--- src/rtl/p2s_rr_scheduler.sv ---
// -----------------------------------------------------------------------------
// p2s_rr_scheduler
// Round-robin scheduler that picks one word at a time from NREQ requester
// channels and offers it to a downstream parallel-to-serial converter.
//
// Ports:
//   clk        - single clock, rising edge
//   rst        - synchronous, active-high reset
//   en         - scheduler enable; gates new grants only
//   req_mask   - per-channel enable (0 = channel ineligible)
//   req_valid  - per-channel word available
//   req_data   - channel i word at [i*N +: N]
//   req_ready  - per-channel accept, one-hot or zero
//   par_data   - word offered to the serializer
//   par_valid  - par_data valid
//   par_ready  - serializer accepts the word
//   grant_id   - index of the channel whose word is held
//   busy       - high while a word is held (OFFER state)
//   word_cnt   - count of words handed to the serializer, wraps to 0
// -----------------------------------------------------------------------------
module p2s_rr_scheduler #(
  parameter int N    = 4,
  parameter int NREQ = 4,
  parameter int GW   = $clog2(NREQ)
) (
  input  logic              clk,
  input  logic              rst,
  input  logic              en,
  input  logic [NREQ-1:0]   req_mask,
  input  logic [NREQ-1:0]   req_valid,
  input  logic [NREQ*N-1:0] req_data,
  output logic [NREQ-1:0]   req_ready,
  output logic [N-1:0]      par_data,
  output logic              par_valid,
  input  logic              par_ready,
  output logic [GW-1:0]     grant_id,
  output logic              busy,
  output logic [15:0]       word_cnt
);

  localparam logic [0:0] ST_IDLE  = 1'b0;
  localparam logic [0:0] ST_OFFER = 1'b1;

  logic [0:0]    r_state;
  logic [GW-1:0] r_rr_ptr;
  logic [GW-1:0] r_grant;
  logic [N-1:0]  r_hold;
  logic [15:0]   r_word_cnt;

  logic [NREQ-1:0] w_elig;
  logic            w_found;
  logic [GW-1:0]   w_sel_idx;
  logic            w_take;
  logic [GW-1:0]   w_ptr_next;
  logic [N-1:0]    w_words [NREQ];

  assign w_elig = req_valid & req_mask;

  // Split the flat request bus into one word per channel.
  always_comb begin
    for (int i = 0; i < NREQ; i++) begin
      w_words[i] = req_data[i*N +: N];
    end
  end

  // Find the first eligible channel at or above rr_ptr, wrapping modulo NREQ.
  always_comb begin : p_search
    logic [GW:0] v_cand;
    w_found   = 1'b0;
    w_sel_idx = '0;
    v_cand    = '0;
    for (int k = 0; k < NREQ; k++) begin
      // One extra bit keeps ptr+k from overflowing before the modulo fold.
      v_cand = {1'b0, r_rr_ptr} + (GW+1)'(k);
      if (v_cand >= (GW+1)'(NREQ)) begin
        v_cand = v_cand - (GW+1)'(NREQ);
      end else begin
        v_cand = v_cand;
      end
      if (!w_found && w_elig[v_cand[GW-1:0]]) begin
        w_found   = 1'b1;
        w_sel_idx = v_cand[GW-1:0];
      end else begin
        w_found   = w_found;
        w_sel_idx = w_sel_idx;
      end
    end
  end

  // A selection only happens from IDLE with the scheduler enabled; reset wins.
  assign w_take = (r_state == ST_IDLE) && en && w_found && !rst;

  // Next round-robin pointer: one past the winner, NREQ-1 folds back to 0.
  always_comb begin
    if (w_sel_idx == GW'(NREQ-1)) begin
      w_ptr_next = '0;
    end else begin
      w_ptr_next = w_sel_idx + GW'(1);
    end
  end

  // Combinational one-hot accept toward the selected requester.
  always_comb begin
    req_ready = '0;
    for (int i = 0; i < NREQ; i++) begin
      req_ready[i] = w_take && (w_sel_idx == GW'(i));
    end
  end

  // State, hold register, grant, pointer and word counter.
  always_ff @(posedge clk) begin
    if (rst) begin
      r_state    <= ST_IDLE;
      r_rr_ptr   <= '0;
      r_grant    <= '0;
      r_hold     <= '0;
      r_word_cnt <= 16'd0;
    end else begin
      case (r_state)
        ST_IDLE: begin
          if (w_take) begin
            r_hold   <= w_words[w_sel_idx];
            r_grant  <= w_sel_idx;
            r_rr_ptr <= w_ptr_next;
            r_state  <= ST_OFFER;
          end else begin
            r_state  <= ST_IDLE;
          end
        end
        ST_OFFER: begin
          // Held word, grant and pointer are frozen until the serializer takes it.
          if (par_ready) begin
            r_word_cnt <= r_word_cnt + 16'd1;
            r_state    <= ST_IDLE;
          end else begin
            r_state    <= ST_OFFER;
          end
        end
        default: begin
          r_state <= ST_IDLE;
        end
      endcase
    end
  end

  // par_valid is masked by rst so a word being discarded is never handed off.
  assign par_valid = (r_state == ST_OFFER) && !rst;
  assign par_data  = r_hold;
  assign grant_id  = r_grant;
  assign busy      = (r_state == ST_OFFER);
  assign word_cnt  = r_word_cnt;

endmodule

--- config.mk ---
export PLATFORM = sky130hd
export DESIGN_NAME = p2s_rr_scheduler
export DESIGN_NICKNAME = d
export VERILOG_FILES = /design/src/rtl/p2s_rr_scheduler.sv
export SDC_FILE = /design/constraint.sdc
export NUM_CORES = 1
export LEC_CHECK = 0
export ABC_AREA = 1
export BUFFER_PORTS_ARGS = -buffer_cell sky130_fd_sc_hd__buf_2
export CORE_ASPECT_RATIO = 1.75
export CORE_MARGIN = 2
export CORE_UTILIZATION = 50
export CTS_BUF_LIST = sky130_fd_sc_hd__clkbuf_8
export DETAILED_ROUTE_END_ITERATION = 8
export PLACE_DENSITY = 0.91
export SETUP_SLACK_MARGIN = 0.05
export SLEW_MARGIN = 40
export SYNTH_ARGS = -nofsm -noshare
export SYNTH_HDL_FRONTEND = slang
export SYNTH_SLANG_ARGS = --single-unit
--- constraint.sdc ---
create_clock -name clk -period 2.65 [get_ports clk]
set_input_delay 0.1325 -clock clk [delete_from_list [all_inputs] [get_ports clk]]
set_output_delay 0.1325 -clock clk [all_outputs]
set_load 0.005 [all_outputs]
Word level (Yosys, flattened, before mapping)
Index checks and enable logic that the tools add are counted.
Word-level totals
  flip-flop bits (word level): 25
  input bits: 28
  output and inout port bits: 28
  logic and storage cells: 74
Cells by class
  add/sub/neg operators: 9
  order comparisons: 9
  equal/unequal tests: 3
  multiplexer cells: 27
  bitwise logic cells: 3
  reduce and logical (&&, ||, !) cells: 18
Operators with widths (count)
  $mux 2: 9
  $add 16x1->16 const B: 1
  $ge 3x3->1 const B: 4
  $lt 2x3->1 const B: 4
  $logic_and 1x1->1: 11
  $mux 1: 10
  $bmux 1 s2: 4
  $bmux 4 s2: 1
  $mux 4: 2
  $sub 2x1->2 const B: 4
  $add 2x2->3 const B: 2
  $and 4x4->4: 1
  $eq 2x2->1 const B: 2
  $logic_not 1->1: 4
  $reduce_and 2->1: 2
  $add 2x1->3 const B: 1
  $ge 2x3->1 const B: 1
  $not 2->3: 1
  $add 2x1->2 const B: 1
  $eq 2x1->1 const B: 1
  $logic_not 2->1: 1
  $pmux 1 s2: 1
  $not 1->1: 1

Logic depth before layout (Yosys ltp)
  depth after elaboration: 18
  gate-level depth with buffers: 14
  depth with buffers taken out: 14

Least setup slack after synthesis
Ideal clock, no wire load.
  path kind: reg-to-reg
  from: register r_word_cnt[0], in the netlist word_cnt[0]
  to: register r_word_cnt[12], in the netlist word_cnt[12]
  library setup time: 0.132 ns
  data arrival time: 1.514 ns
  path slack: 1.004 ns
  cell stages (with the launch flop): 9
  buffers on the path: 0
  clock period less this slack: 1.646 ns
  path through: dfxtp_1 > ha_1 > inv_1 > nor4_1 > nand3_1 > nor2_1 > inv_1 > nor3_1 > nor3_1
On the way
  longest elaborated chain between the ends: 1
Ends and longest elaborated chain
  from (decl): RTL line 48  | logic [15:0] r_word_cnt;
  from (signal assigned): RTL line 133  | r_word_cnt <= r_word_cnt + 16'd1;
  $add 16x1->16: RTL line 133
Every way passes these cells.
A chain may end at the register's enable or synchronous reset.

Final worst setup path
  from: register r_rr_ptr[0]
  to: output port req_ready[0]
On the way
  longest elaborated chain between the ends: 17
  elaborated cells between the ends (all ways): 41
  those cells by class: add/sub: 7; order compare: 4; mux: 20; reduce/logical: 10
Ends and longest elaborated chain
  from (decl): RTL line 45  | logic [GW-1:0] r_rr_ptr;
  from (signal assigned): RTL line 124  | r_rr_ptr <= w_ptr_next;
  parallel branches: the longest is 16 deep, another holds $add 2x1->3
  $logic_and 1x1->1 *: RTL line 106  | req_ready[i] = w_take && (w_sel_idx == GW'(i));
  to (decl): RTL line 32  | output logic [NREQ-1:0] req_ready,
Mark *: on every way between the ends. The select of a mux whose other input is x is not followed.

==> flow_summary_export.csv <==
group,metric,value,unit
power_and_ir_drop,p_leak,0.912,nW
yosys,seq_area_frac_synth,30.8,%
floorplan,rows,27,
global_route,grt_pass1_vias,1551,
critical_path,max_stage_delay,470,ps
cells_and_area,n_antenna_cell,0,
critical_path,r2r-end,"par_data[3]",
floorplan,dieArea,0.00374,mm^2
power_and_ir_drop,ir_worst_vdd,0.460,mV
clocking,insertion_delay,270,ps
yosys,synthAdderAreaFrac,0.770,%
clocking,clkSinkCount,25,
power_and_ir_drop,power,1.19,mW
status,status,"finished, final reports clean",
yosys,netlist_instances,238,
detailed_routing,drt_wl_total,4.08,mm
placement,place_worst_setup_slack,560,ps
sta,rsz0062_at_grt,"false",
clocking,postCtsSetupBuffers,0,
yosys,synth.mux.area_fraction,0,%
clocking,holdBufCountCts,0,
critical_path,worstSetupEndpointType,"output port",
power_and_ir_drop,power_density,604,mW/mm^2
cells_and_area,layout_commonest_cell,"buf_2",
sta,slew_viol_final,0,
yosys,ys_seq_elements,25,
min_path,hp-class,"input port to flop",
critical_path,r2r-start,"r_rr_ptr[0]",
min_path,hold_end,"busy",
placement,numPortBuffers,55,
cells_and_area,drive_gt1_share,30.7,%
detailed_routing,antenna_left,0,
critical_path,cp_cell_sequence,"inv_2 > nand2_1 > nand2_1 > nand2_2 > nand2_4 > nand3_2 > nand2_1 > nor2_2 > nand2_1 > nor2_1 > buf_2",
yosys,synth_top_cell_by_area,"dfxtp_1",
global_route,grt_start_max_net_pins,17,
global_route,grtUsageTotal,23.9,%
sta,fin_crit,2210,ps
critical_path,required,2520,ps
critical_path,slowest_stage,"dfxtp_2",
yosys,synth_nets,267,
floorplan,io_pins,56,
critical_path,regToRegSetupSlack,680,ps
critical_path,cp_top_family,"simple AND/OR/NAND/NOR gates",
critical_path,crit_type,"flop to output port",
sta,min_period_over_period,83.4,%
yosys,synthXorXnorAreaFrac,2.16,%
cells_and_area,layout_common_cells,"55 x buf_2, 49 x nand2_1, 32 x nand3_1, 26 x nor2_1, 24 x dfxtp_1",
critical_path,cp-start-kind,"flop",
floorplan,core,0.00314,mm^2
clocking,path_clk_slew,80,ps
min_path,hp-start,"par_ready",
sta,setup_viol,0,
yosys,synth.cell_area,0.00162,mm^2
yosys,synth-compound-area-share,11.2,%
yosys,ys_warn_count,0,
placement,dpl.hpwl,3.31,mm
detailed_routing,drtIter0Drc,53,
yosys,synth_area_leaders,"dfxtp_1 31%, nand2_1 11%, nand3_1 9.9%",
critical_path,worst-path-stages,11,
yosys,synth_simple_gate_area_share,47.5,%
detailed_routing,route.detailed.drc,0,
yosys,synth_top_area_share,30.8,%
floorplan,start_util,51.7,%
clocking,cts_buffer_depth,2,
sta,max_slew.worst_pin.slew,459,ps
critical_path,rr_worst_depth,13,
sta,maxSlewHeadroom,69.1,%
critical_path,cp.buffers_inverters,2,
detailed_routing,vias,1765,
critical_path,crit_top_cell,"nand2_1",
min_path,min_path_cells,2,
sta,hold_violations,0,
global_route,grt_pass1_wl,6.57,mm
detailed_routing,wire_per_inst,12.2,um
clocking,htree_levels,1,
detailed_routing,avgViaCountPerCell,5.25,
floorplan,fp.dieW,47.1,um
clocking,cts_tree,"yes",
cells_and_area,finalNetCount,323,
clocking,cts-root-buf,"clkbuf_8",
sta,setup_slack,440,ps
yosys,ys_types,33,
global_route,antenna_found_initial,0,
job,drv_cap,0,
sta,max_freq,0.453,GHz
critical_path,crit_fanout,12,
cells_and_area,syn2layout_area_growth,21.3,%
floorplan,fp.dieH,79.4,um
placement,gp_congestion,0.917,
yosys,synth_top_family_by_area,"simple AND/OR/NAND/NOR gates",
yosys,syn_area_per_cell,6.82,um^2
clocking,cts_made_buffers,3,
detailed_routing,drt_pass1_iterations,5,
critical_path,cp.arrival,2080,ps
global_route,grt_overflow,0,
sta,tns,0,ps
sta,fin_skew,5.33,ps
==> per-layer routing <==
metal | global-route usage (%) | up-vias | wire length [um]
met5 | 0 | - | 0
met4 | 9.72 | 0 | 82
met3 | 4.52 | 8 | 154
met2 | 44.2 | 55 | 2330
met1 | 24.1 | 794 | 1510
li1 | - | 908 | -
==> per-stage QoR <==
step	cells	instance area (um^2)	hold slack, ps	util [%]
floorplan	238	1620	224	-
global placement	332	1920	350	61.2
detailed placement	332	1920	352	61.2
CTS	336	1970	57.8	62.7
global route	336	1970	69.7	62.7
finish	336	1970	57.9	62.7
==> logic make-up (layout without fill, tap and decap cells) <==
family / count (synthesis) / in the layout
AND/OR/NAND/NOR: 148 / 148
AO/OA/AOI/OAI: 33 / 33
buffers and inverters: 27 / 82
flip-flops: 25 / 25
XOR/XNOR: 4 / 4
adder cells (fa/ha/maj): 1 / 1
==> worst reg2reg max path: stages, from the launching register on <==
cell and delay (ps):
dfxtp_2 470, inv_2 140, nand2_1 80, nand2_1 110, nand2_2 110, nand2_4 90
nand3_2 80, nand2_1 60, nor2_2 340, nor2_1 120, nand2_1 70, nand2_1 50
nor2_1 100, nor2_1 40
==> what timing repair did <==
action / CTS / global route
endpoints found under the hold margin: 0 / 0
endpoints found under the setup margin: 0 / 1
gates resized for setup: 0 / 1
==> report_power, final <==
group,switching [mW],internal (mW)
registers,0.0305,0.407
clock network,0.117,0.105
logic,0.347,0.184
total,0.494,0.696
==> flip-flops by register name (all words and copies together), names as in the netlist <==
register	count
busy	1
grant_id	2
par_data	4
r_rr_ptr	2
word_cnt	16
==> synth_stat cells <==
| cell | instances |
|---|---|
| nand2_1 | 49 |
| nand3_1 | 32 |
| nor2_1 | 26 |
| dfxtp_1 | 25 |
| inv_1 | 19 |
| a21oi_1 | 13 |
| o21ai_0 | 11 |
| nand4_1 | 8 |
| nand2_2 | 7 |
| nor3_1 | 7 |
| nand3_2 | 6 |
| nand2_4 | 5 |
| o21ai_1 | 3 |
| xor2_1 | 3 |
| a21oi_2 | 2 |
| buf_6 | 2 |
| clkbuf_1 | 2 |
| inv_2 | 2 |
| nor2_2 | 2 |
| a31oi_1 | 1 |
| buf_4 | 1 |
| ha_1 | 1 |
| inv_4 | 1 |
| nand3_4 | 1 |
| nand3b_1 | 1 |
| nand4_4 | 1 |
| nor2_4 | 1 |
| nor3b_1 | 1 |
| nor4_1 | 1 |
| o21a_1 | 1 |
| o21ai_2 | 1 |
| o31ai_1 | 1 |
| xnor2_1 | 1 |
==> worst max-delay path by stage <==
stage,startpoint,endpoint
floorplan,word_cnt[0],word_cnt[12]
global placement,r_rr_ptr[0],par_data[3]
detailed placement,r_rr_ptr[0],par_data[3]
CTS,r_rr_ptr[0],req_ready[0]
global route,r_rr_ptr[1],req_ready[0]
finish,r_rr_ptr[0],req_ready[0]
==> area by class of cell <==
type                       count  area (um^2)
inverter                      22         85.1
multi-input combinational    186         1000
timing repair buffer          56          283
clock buffer                   3         41.3
fill                         308         1170
tap                           43         53.8
clock inverter                 1         5.00
sequential                    25          502
(Power assumes the default switching activity.)
